<file path="config.mk">
export PLATFORM = sky130hd
export DESIGN_NAME = mmix_mem_bridge
export DESIGN_NICKNAME = d
export VERILOG_FILES = /design/src/rtl/mmix_defs.sv /design/src/rtl/mmix_mem_lane.sv /design/src/rtl/mmix_mem_bridge.sv
export SDC_FILE = /design/constraint.sdc
export NUM_CORES = 1
export LEC_CHECK = 0
export BUFFER_PORTS_ARGS = -buffer_cell sky130_fd_sc_hd__buf_2
export CORE_MARGIN = 2
export CORE_UTILIZATION = 40
export CTS_CLUSTER_SIZE = 25
export DETAILED_ROUTE_END_ITERATION = 7
export PLACE_DENSITY = 0.66
export SKIP_CTS_REPAIR_TIMING = 1
export SYNTH_ARGS = -nofsm -noshare
export SYNTH_HDL_FRONTEND = slang
export SYNTH_SLANG_ARGS = --single-unit
</file>
<file path="constraint.sdc">
create_clock -name clk -period 2.8 [get_ports clk]
set_input_delay 0.56 -clock clk [delete_from_list [all_inputs] [get_ports clk]]
set_output_delay 0.56 -clock clk [all_outputs]
set_load 0.02 [all_outputs]
</file>
<file path="src/rtl/mmix_defs.sv">
// Shared MMIX definitions: access sizes, memory-bridge FSM states and size helpers.
package mmix_defs;

  typedef enum logic [1:0] {SZ_BYTE, SZ_WYDE, SZ_TETRA, SZ_OCTA} mem_size_t;

  typedef enum logic [2:0] {
    ST_IDLE,
    ST_RD_ISSUE,
    ST_RD_WAIT,
    ST_WR_ISSUE,
    ST_DONE
  } bridge_state_t;

  // Number of 16-bit bus beats for one access.
  function automatic logic [2:0] size_beats(input mem_size_t size);
    case (size)
      SZ_TETRA: return 3'd2;
      SZ_OCTA:  return 3'd4;
      default:  return 3'd1;
    endcase
  endfunction

  // Low byte-address bits cleared by MMIX alignment.
  function automatic logic [2:0] size_mask(input mem_size_t size);
    case (size)
      SZ_WYDE:  return 3'b001;
      SZ_TETRA: return 3'b011;
      SZ_OCTA:  return 3'b111;
      default:  return 3'b000;
    endcase
  endfunction

endpackage

</file>
<file path="src/rtl/mmix_mem_lane.sv">
// Per-beat lane mapping: big-endian byte enables, write slice and word address.
module mmix_mem_lane
  import mmix_defs::*;
#(
  parameter int ADDR_W = 23
) (
  input  logic [ADDR_W-1:0] addr,
  input  mem_size_t         size,
  input  logic [1:0]        beat,
  input  logic [63:0]       wdata,
  output logic [1:0]        byteenable,
  output logic [15:0]       writedata,
  output logic [ADDR_W-2:0] word_addr
);

  logic [1:0] wyde_idx;

  // NOTE: every output gets a default first so no path through the block infers a latch.
  always_comb begin
    byteenable = 2'b11;
    writedata  = 16'h0000;
    wyde_idx   = 2'(size_beats(size) - 3'd1) - beat;
    // addr is aligned, so OR-ing the beat index never carries out of the block.
    word_addr  = addr[ADDR_W-1:1] | {{(ADDR_W-3){1'b0}}, beat};
    if (size == SZ_BYTE) begin
      byteenable = addr[0] ? 2'b01 : 2'b10;
      writedata  = {wdata[7:0], wdata[7:0]};
    end else begin
      // First beat carries the most significant wyde.
      writedata = wdata[{wyde_idx, 4'b0000} +: 16];
    end
  end

endmodule

</file>
<file path="src/rtl/mmix_mem_bridge.sv">
// MMIX load/store to 16-bit Avalon-MM master bridge: splits each access into
// 1-4 big-endian beats and returns zero-extended, right-justified load data.
module mmix_mem_bridge
  import mmix_defs::*;
#(
  parameter int ADDR_W    = 23,
  parameter bit PIPELINED = 1'b1
) (
  input  logic              clk,
  input  logic              reset_n,
  input  logic [63:0]       mem_address,
  input  logic [1:0]        mem_datasize,
  input  logic              mem_read,
  input  logic              mem_write,
  input  logic [63:0]       mem_writedata,
  output logic [63:0]       mem_readdata,
  output logic              mem_done,
  output logic [ADDR_W-2:0] av_address,
  output logic              av_read,
  output logic              av_write,
  output logic [1:0]        av_byteenable,
  output logic [15:0]       av_writedata,
  input  logic [15:0]       av_readdata,
  input  logic              av_readdatavalid,
  input  logic              av_waitrequest
);

  bridge_state_t     state, state_nx;
  logic [ADDR_W-1:0] addr_q, addr_aligned;
  mem_size_t         size_q, size_in;
  logic [63:0]       wdata_q, acc;
  logic [2:0]        issued, received, beats;
  logic              issue_ok, beat_acc, last_issue, rx_valid, last_rx;
  logic [1:0]        lane_be;
  logic [15:0]       lane_wd;
  logic [ADDR_W-2:0] lane_addr;
  logic              unused_addr_hi;

  assign unused_addr_hi = ^mem_address[63:ADDR_W];
  assign size_in        = mem_size_t'(mem_datasize);
  assign addr_aligned   = mem_address[ADDR_W-1:0] & ~ADDR_W'(size_mask(size_in));

  assign beats      = size_beats(size_q);
  // Non-pipelined mode issues only when every issued beat has returned.
  assign issue_ok   = PIPELINED ? 1'b1 : (issued == received);
  assign beat_acc   = (av_read | av_write) & ~av_waitrequest;
  assign last_issue = (issued == beats - 3'd1);
  assign rx_valid   = av_readdatavalid & (state == ST_RD_ISSUE || state == ST_RD_WAIT);
  assign last_rx    = rx_valid & (received == beats - 3'd1);

  mmix_mem_lane #(.ADDR_W(ADDR_W)) u_lane (
    .addr       (addr_q),
    .size       (size_q),
    .beat       (issued[1:0]),
    .wdata      (wdata_q),
    .byteenable (lane_be),
    .writedata  (lane_wd),
    .word_addr  (lane_addr)
  );

  // NOTE: sequential state uses non-blocking assignments so every register samples pre-edge values.
  always_ff @(posedge clk or negedge reset_n) begin
    if (!reset_n) state <= ST_IDLE;
    else          state <= state_nx;
  end

  always_comb begin
    state_nx = state;
    case (state)
      ST_IDLE: begin
        if (mem_write)     state_nx = ST_WR_ISSUE;
        else if (mem_read) state_nx = ST_RD_ISSUE;
      end
      ST_WR_ISSUE: if (beat_acc && last_issue) state_nx = ST_DONE;
      ST_RD_ISSUE: begin
        if (last_rx)                     state_nx = ST_DONE;
        else if (beat_acc && last_issue) state_nx = ST_RD_WAIT;
      end
      ST_RD_WAIT: if (last_rx) state_nx = ST_DONE;
      ST_DONE:    state_nx = ST_IDLE;
      default:    state_nx = ST_IDLE;
    endcase
  end

  always_comb begin
    av_write      = (state == ST_WR_ISSUE);
    av_read       = (state == ST_RD_ISSUE) && issue_ok;
    av_address    = (av_read || av_write) ? lane_addr : '0;
    av_byteenable = (av_read || av_write) ? lane_be : 2'b00;
    av_writedata  = av_write ? lane_wd : 16'h0000;
    mem_done      = (state == ST_DONE);
  end

  // NOTE: the accumulator and captured request are plain registers, so they take the async reset too.
  always_ff @(posedge clk or negedge reset_n) begin
    if (!reset_n) begin
      addr_q       <= '0;
      size_q       <= SZ_BYTE;
      wdata_q      <= '0;
      acc          <= '0;
      issued       <= '0;
      received     <= '0;
      mem_readdata <= '0;
    end else begin
      if (state == ST_IDLE && (mem_read || mem_write)) begin
        addr_q   <= addr_aligned;
        size_q   <= size_in;
        wdata_q  <= mem_writedata;
        acc      <= '0;
        issued   <= '0;
        received <= '0;
      end else begin
        if (beat_acc) issued <= issued + 3'd1;
        if (rx_valid) begin
          received <= received + 3'd1;
          acc      <= {acc[47:0], av_readdata};
        end
        if (last_rx) begin
          if (size_q == SZ_BYTE)
            mem_readdata <= {56'h0, addr_q[0] ? av_readdata[7:0] : av_readdata[15:8]};
          else
            mem_readdata <= {acc[47:0], av_readdata};
        end
      end
    end
  end

endmodule

</file>
## Yosys cells after proc, flatten, opt, wreduce, memory -nomap -nowiden

Index checks and enable logic that the tools add are counted.

- Register bits after elaboration: 210
- Input bits: 152
- Output and inout bits: 107
- Logic and storage cells: 71

- Add/subtract/negate cells: 4
- Eq/ne operators: 15
- Shift-type cells: 1
- Muxes and demuxes: 23
- Bitwise operators: 9
- Reduce and logical (&&, ||, !) cells: 11

Operators by type and width:

| kind | number |
|---|---|
| $mux W48 | 2 |
| $mux W64 | 1 |
| $shiftx A64 B7 Y16 | 1 |
| $mux W16 | 2 |
| $mux W3 | 10 |
| $and A23 B23 Y23 | 1 |
| $not A3 Y23 | 1 |
| $mux W22 | 1 |
| $or A22 B2 Y22 | 1 |
| $pmux W3 S4 | 1 |
| $pmux W3 S3 | 1 |
| $eq A2 B2 Y1 const B | 4 |
| $mux W8 | 1 |
| $add A3 B1 Y3 const B | 2 |
| $eq A3 B2 Y1 const B | 2 |
| $eq A3 B3 Y1 | 2 |
| $mux W2 | 3 |
| $pmux W3 S2 | 1 |
| $reduce_and A4 Y1 | 1 |
| $reduce_bool A2 Y1 | 2 |
| $and A1 B1 Y1 | 3 |
| $eq A3 B1 Y1 const B | 1 |
| $eq A3 B3 Y1 const B | 1 |
| $logic_not A3 Y1 | 1 |
| other kinds (13) | 17 |

## Logic depth before layout (Yosys ltp)

- Depth after elaboration: 8
- Mapped depth: 9
- Depth with buffers taken out: 7

## Modules after synthesis

Synthesis repeated with hierarchy kept, for this count alone.

- Cells, all modules: 747
- Area total of the unflattened synthesis: 9482.8 um^2

By module, submodules not included:

| module | times used | cells each | area each (um^2) |
|---|---|---|---|
| mmix_mem_bridge | 1 | 667 | 8647.0 |
| mmix_mem_lane | 1 | 80 | 835.8 |

## Worst setup path before layout

OpenSTA, ideal clock, no wires.

- Kind: register -> output
- Start point: register size_q[1]
- End point: output port av_writedata[6]
- Data arrival time: 2872 ps
- Slack: -632 ps
- Stages on the path, launching flop included: 8
- Cells stage by stage: dfrtp_1 -> clkbuf_1 -> inv_1 -> ha_1 -> clkbuf_1 -> clkbuf_1 -> nor2_1 -> a2111oi_0

- Longest elaborated chain between the ends: 7

Ends and longest elaborated chain:

| what | line | RTL |
|---|---|---|
| start: declaration | mmix_mem_bridge.sv:30 | `mem_size_t size_q, size_in;` |
| start signal: assignment | mmix_mem_bridge.sv:107 | `size_q <= size_in;` |
| $eq A2 B2 Y1 | mmix_defs.sv:16 | `case (size)` |
| $pmux W3 S2 | mmix_defs.sv:16 |  |
| $sub A3 B1 Y3 | mmix_mem_lane.sv:22 | `wyde_idx = 2'(size_beats(size) - 3'd1) - beat;` |
| $sub A2 B2 Y2 | mmix_mem_lane.sv:22 |  |
| $shiftx A64 B7 Y16 | mmix_mem_lane.sv:30 | `writedata = wdata[{wyde_idx, 4'b0000} +: 16];` |
| $mux W16 * | mmix_mem_lane.sv:25 | `if (size == SZ_BYTE) begin` |
| $mux W16 * | mmix_mem_bridge.sv:90 | `av_writedata = av_write ? lane_wd : 16'h0000;` |
| end: declaration | mmix_mem_bridge.sv:22 | `output logic [15:0] av_writedata,` |

Every way passes the cells marked *; elsewhere a longest branch is shown, timed or not.

## Worst setup path in the final report

- Start point: register issued[0]
- End point: output port av_writedata[10]

- Longest elaborated chain between the ends: 4

Ends and longest elaborated chain:

| what | line | RTL |
|---|---|---|
| start: declaration | mmix_mem_bridge.sv:32 | `logic [2:0] issued, received, beats;` |
| start signal: assignment | mmix_mem_bridge.sv:113 | `if (beat_acc) issued <= issued + 3'd1;` |
| $sub A2 B2 Y2 | mmix_mem_lane.sv:22 |  |
| $shiftx A64 B7 Y16 | mmix_mem_lane.sv:30 |  |
| $mux W16 | mmix_mem_lane.sv:25 |  |
| $mux W16 | mmix_mem_bridge.sv:90 |  |

Every way passes these cells.

==> impl_results.html <==
<table>
<tr><th>Metric</th><th>Value</th></tr>
<tr><th colspan="2">Power and ir drop</th></tr>
<tr><td>Internal power</td><td>0.009923 W</td></tr>
<tr><td>Register share of total power</td><td>around a third</td></tr>
<tr><td>Part of the power in combinational logic</td><td>46.0%</td></tr>
<tr><td>Clock Power Share</td><td>20.8%</td></tr>
<tr><td>Power density relative to cell area</td><td>between 1000 and 1500 mW/mm²</td></tr>
<tr><td>Maximum vdd drop</td><td>0.7652 mV</td></tr>
<tr><td>Switching Fraction</td><td>38.24%</td></tr>
<tr><td>Leak Pwr</td><td>5.515 nW</td></tr>
<tr><td>Switching pwr</td><td>0.006143 W</td></tr>
<tr><th colspan="2">Synth</th></tr>
<tr><td>Sequential-to-total area share from yosys stat</td><td>59.42%</td></tr>
<tr><td>Flip-flop cell with the highest count after synthesis</td><td>sky130_fd_sc_hd__dfrtp_1</td></tr>
<tr><td>Syn_area_per_cell</td><td>11.58 µm²</td></tr>
<tr><td>Cell type with the largest total area after synthesis</td><td>sky130_fd_sc_hd__dfrtp_1</td></tr>
<tr><td>Post-synthesis async set-or-reset flop share</td><td>100.0%</td></tr>
<tr><td>Syn Std Cell Area</td><td>0.008843 mm²</td></tr>
<tr><td>Syn nets</td><td>approximately 900</td></tr>
<tr><td>Count of flip-flops with a built-in enable after synthesis</td><td>0</td></tr>
<tr><td>Portion of synthesized cell area occupied by the leading cell type</td><td>between 50% and 60%</td></tr>
<tr><td>Distinct cells, synth</td><td>37</td></tr>
<tr><td>Warnings from Yosys</td><td>0</td></tr>
<tr><td>Top cells by area, synth</td><td>sky130_fd_sc_hd__dfrtp_1 59%, sky130_fd_sc_hd__mux2_2 11%, sky130_fd_sc_hd__nand2_1 6.7%</td></tr>
<tr><td>Total of flip-flops plus latches after synthesis</td><td>210</td></tr>
<tr><td>Count of mapped cells out of synthesis</td><td>between 700 and 800</td></tr>
<tr><th colspan="2">Floorplanning</th></tr>
<tr><td>Initial core utilization</td><td>40.65%</td></tr>
<tr><td>Area of the placeable core</td><td>around 0.022 mm²</td></tr>
<tr><td>Die height</td><td>152.7 µm</td></tr>
<tr><td>Die outline width</td><td>152.7 µm</td></tr>
<tr><td>Full die area</td><td>about 0.023 mm²</td></tr>
<tr><td>Number of core rows</td><td>54</td></tr>
<tr><td>Io pins</td><td>about 260</td></tr>
<tr><th colspan="2">Clock network</th></tr>
<tr><td>Post-CTS clock slew at the launch and capture registers of the worst setup and hold paths</td><td>approximately 0.060 ns</td></tr>
<tr><td>H-tree levels</td><td>1</td></tr>
<tr><td>Sinks on Clock Net</td><td>210</td></tr>
<tr><td>Clock latency on the worst-skew pair</td><td>between 0.5 and 0.6 ns</td></tr>
<tr><td>Maximum clock path buffer count</td><td>3</td></tr>
<tr><td>TritonCTS clock tree</td><td>done</td></tr>
<tr><td>Number of buffers created by CTS</td><td>24</td></tr>
<tr><td>Clk Tree Root Cell</td><td>sky130_fd_sc_hd__clkbuf_16</td></tr>
<tr><th colspan="2">STA</th></tr>
<tr><td>Unrepaired setup endpoints after global routing</td><td>yes</td></tr>
<tr><td>Max Clock Skew</td><td>between 0.009 and 0.01 ns</td></tr>
<tr><td>Maximum clock frequency</td><td>327.2 MHz</td></tr>
<tr><td>Transition time at the pin with the least slew margin</td><td>0.6903 ns</td></tr>
<tr><td>Normalized max-slew margin</td><td>53.98%</td></tr>
<tr><td>Fin worst setup slack</td><td>-0.2567 ns</td></tr>
<tr><td>Final Hold Viols</td><td>0</td></tr>
<tr><td>Final setup violation count</td><td>16</td></tr>
<tr><td>Max Transition Viols Final</td><td>0</td></tr>
<tr><td>Fraction of the cycle the final worst path needs</td><td>109.2%</td></tr>
<tr><td>Post-layout min period</td><td>around 3.1 ns</td></tr>
<tr><th colspan="2">Critical path</th></tr>
<tr><td>Data required, critical path</td><td>2.24 ns</td></tr>
<tr><td>Data arrival at the endpoint of the critical path</td><td>between 2 and 3 ns</td></tr>
<tr><td>Endpoint class of the critical path</td><td>output pin</td></tr>
<tr><td>Critical Path Fanout Max</td><td>6</td></tr>
<tr><td>Crit Path Class</td><td>reg2out</td></tr>
<tr><td>CP startpoint kind</td><td>register</td></tr>
<tr><td>Cells on worst reg2reg path</td><td>6</td></tr>
<tr><td>R2R Path Start</td><td>state[1]</td></tr>
<tr><td>Internal reg-to-reg setup slack</td><td>around 0.70 ns</td></tr>
<tr><td>R2r endpoint</td><td>mem_readdata[1]</td></tr>
<tr><th colspan="2">Drt</th></tr>
<tr><td>DRC violations left</td><td>0</td></tr>
<tr><td>Total number of vias</td><td>6,601</td></tr>
<tr><td>Via count normalized by instance count</td><td>roughly 5.1</td></tr>
<tr><td>Routed wire length per instance</td><td>about 18 µm</td></tr>
<tr><td>Wire length reported by the detailed router</td><td>23,020 µm</td></tr>
<tr><td>Number of nets still failing antenna checks after routing</td><td>0</td></tr>
<tr><td>First-pass detailed-route iteration total</td><td>5</td></tr>
<tr><td>Number of design-rule violations left by the first detailed-router iteration</td><td>300</td></tr>
<tr><th colspan="2">Layout</th></tr>
<tr><td>Area growth from synthesis to layout</td><td>30.65%</td></tr>
<tr><td>Commonest cells after routing, fill and taps aside</td><td>209 x sky130_fd_sc_hd__dfrtp_1, 202 x sky130_fd_sc_hd__buf_2, 147 x sky130_fd_sc_hd__nand2_1, 86 x sky130_fd_sc_hd__mux2_2, 68 x sky130_fd_sc_hd__o21ai_0</td></tr>
<tr><td>Most common cell after layout, fill and taps aside</td><td>sky130_fd_sc_hd__dfrtp_1</td></tr>
<tr><td>Layout cells sized above 1</td><td>42.94%</td></tr>
<tr><td>Layout Nets</td><td>about 1,100</td></tr>
<tr><td>Combined area of the multi-input logic cells</td><td>0.003517 mm²</td></tr>
<tr><td>Fin util</td><td>53.11%</td></tr>
<tr><td>Fillers</td><td>1,919</td></tr>
<tr><td>Register Area</td><td>0.005256 mm²</td></tr>
<tr><th colspan="2">Min path</th></tr>
<tr><td>Min-delay worst type</td><td>in2async</td></tr>
<tr><th colspan="2">Global route</th></tr>
<tr><td>Global-route congestion overflow total</td><td>0</td></tr>
<tr><td>Antenna violations before repair</td><td>7</td></tr>
<tr><td>First-pass GRT wire length</td><td>between 30,000 and 40,000 µm</td></tr>
<tr><td>Largest net degree at the start of global routing</td><td>132</td></tr>
<tr><td>GRT Overall Usage</td><td>a little under a fifth</td></tr>
<tr><td>Number of global-route vias before repair</td><td>~6,600</td></tr>
<tr><th colspan="2">Place</th></tr>
<tr><td>Post-DP HPWL</td><td>15,360 µm</td></tr>
<tr><td>Pre-CTS setup slack</td><td>0.08458 ns</td></tr>
<tr><td>Count of input and output buffers</td><td>between 200 and 250</td></tr>
<tr><td>Routability congestion estimate from global placement</td><td>0.8243</td></tr>
<tr><th colspan="2">Status</th></tr>
<tr><td>Violated checks</td><td>negative setup slack</td></tr>
<tr><td>Result of the run</td><td>complete, but fails checks</td></tr>
<tr><th colspan="2">Job</th></tr>
<tr><td>Max-capacitance violation count</td><td>0</td></tr>
</table>
[final cells by class]
type / instances / share of cell area (%)
diodes: 5 / 0.1083
clock buffers: 32 / 5.989
clock inverters: 11 / 1.397
inverters: 6 / 0.1949
multi-input cells: 494 / 30.44
flip-flops and latches: 210 / 45.49
well taps: 280 / 3.032
repair buffers: 253 / 13.34
[how the worst max path moves through the flow]
stage / from / end / cells after the start
after floorplan: size_q[1] / av_writedata[6] / 7
after global placement: issued[0] / av_writedata[6] / 7
after CTS: issued[0] / av_writedata[6] / 7
after detailed placement: issued[0] / av_writedata[6] / 7
after global routing: issued[0] / av_writedata[10] / 9
final: issued[0] / av_writedata[10] / 9
[routing by layer]
metal  wire [µm]  part of all wire, %  vias to the layer above  global-route usage, %
met4         552                  2.4                        6                  5.423
met1        9948                   43                     3215                  25.98
met3        1562                  6.8                       43                  5.262
li1            -                    -                     3136                      -
met2       10920                   47                      201                  30.32
met5          32                 0.14                        -                      0
[kinds of logic after synthesis]
| logic type | Yosys count | synth area share, % |
|---|---|---|
| mux | 103 | 14.01 |
| fa+ha+maj | 3 | 0.4245 |
| buf+inv | 60 | 2.815 |
| simple gates | 216 | 10.58 |
| flops | 210 | 59.42 |
| xor+xnor | 8 | 0.7923 |
| compound gates | 164 | 11.96 |
[critical path: stages, from the launching register on]
cell and delay [ns]:
sky130_fd_sc_hd__dfrtp_1 0.40, sky130_fd_sc_hd__ha_2 0.20, sky130_fd_sc_hd__xnor2_2 0.24, sky130_fd_sc_hd__xor2_2 0.26, sky130_fd_sc_hd__buf_4 0.16, sky130_fd_sc_hd__buf_6 0.12, sky130_fd_sc_hd__mux4_2 0.32, sky130_fd_sc_hd__nand2_2 0.10
sky130_fd_sc_hd__a21oi_2 0.05, sky130_fd_sc_hd__buf_4 0.15
[registers in the layout (all words and copies together), names as in the netlist]
name	cells
mem_readdata	64
wdata_q	64
acc	48
addr_q	23
issued	3
received	3
state	3
size_q	2
[stage by stage]
stage	std cells	setup TNS [ns]	area [µm²]	power [W]	hold WS [ns]
after detailed placement	1228	0	10360	0.01177	0.4653
after CTS	1271	-6.433	11210	0.01517	0.1103
after global placement	1228	0	10360	0.01163	0.4555
after global routing	1290	-4.963	11550	0.01704	0.1301
after floorplan	764	-0.005913	8885	0.009646	0.2644
final	1291	-3.348	11550	0.01607	0.08897
[power by group through the flow]
| stage | clock [W] | combinational, W | sequential (W) |
|---|---|---|---|
| final | 0.00333 | 0.00740 | 0.00534 |
| after global routing | 0.00354 | 0.00799 | 0.00551 |
| after global placement | 0 | 0.00632 | 0.00530 |
| after detailed placement | 0 | 0.00643 | 0.00534 |
| after floorplan | 0 | 0.00434 | 0.00530 |
| after CTS | 0.00341 | 0.00646 | 0.00530 |
[cells in the mapped netlist, types with 3 or more instances]
cell type,instances
sky130_fd_sc_hd__o21ai_1,8
sky130_fd_sc_hd__a31oi_1,8
sky130_fd_sc_hd__xor2_1,3
sky130_fd_sc_hd__mux2i_1,9
sky130_fd_sc_hd__nor2_1,18
sky130_fd_sc_hd__ha_1,3
sky130_fd_sc_hd__a21oi_1,12
sky130_fd_sc_hd__buf_2,13
sky130_fd_sc_hd__mux4_2,8
sky130_fd_sc_hd__o21ai_0,68
sky130_fd_sc_hd__xnor2_1,5
sky130_fd_sc_hd__inv_1,6
sky130_fd_sc_hd__nand2_1,159
sky130_fd_sc_hd__a22o_1,49
sky130_fd_sc_hd__dfrtp_1,210
sky130_fd_sc_hd__mux2_2,86
sky130_fd_sc_hd__clkbuf_1,39
sky130_fd_sc_hd__nor3b_1,3
sky130_fd_sc_hd__o22ai_1,8
sky130_fd_sc_hd__a21boi_0,7
sky130_fd_sc_hd__and2_1,21
No activity file was read; power rests on OpenSTA's default activity.
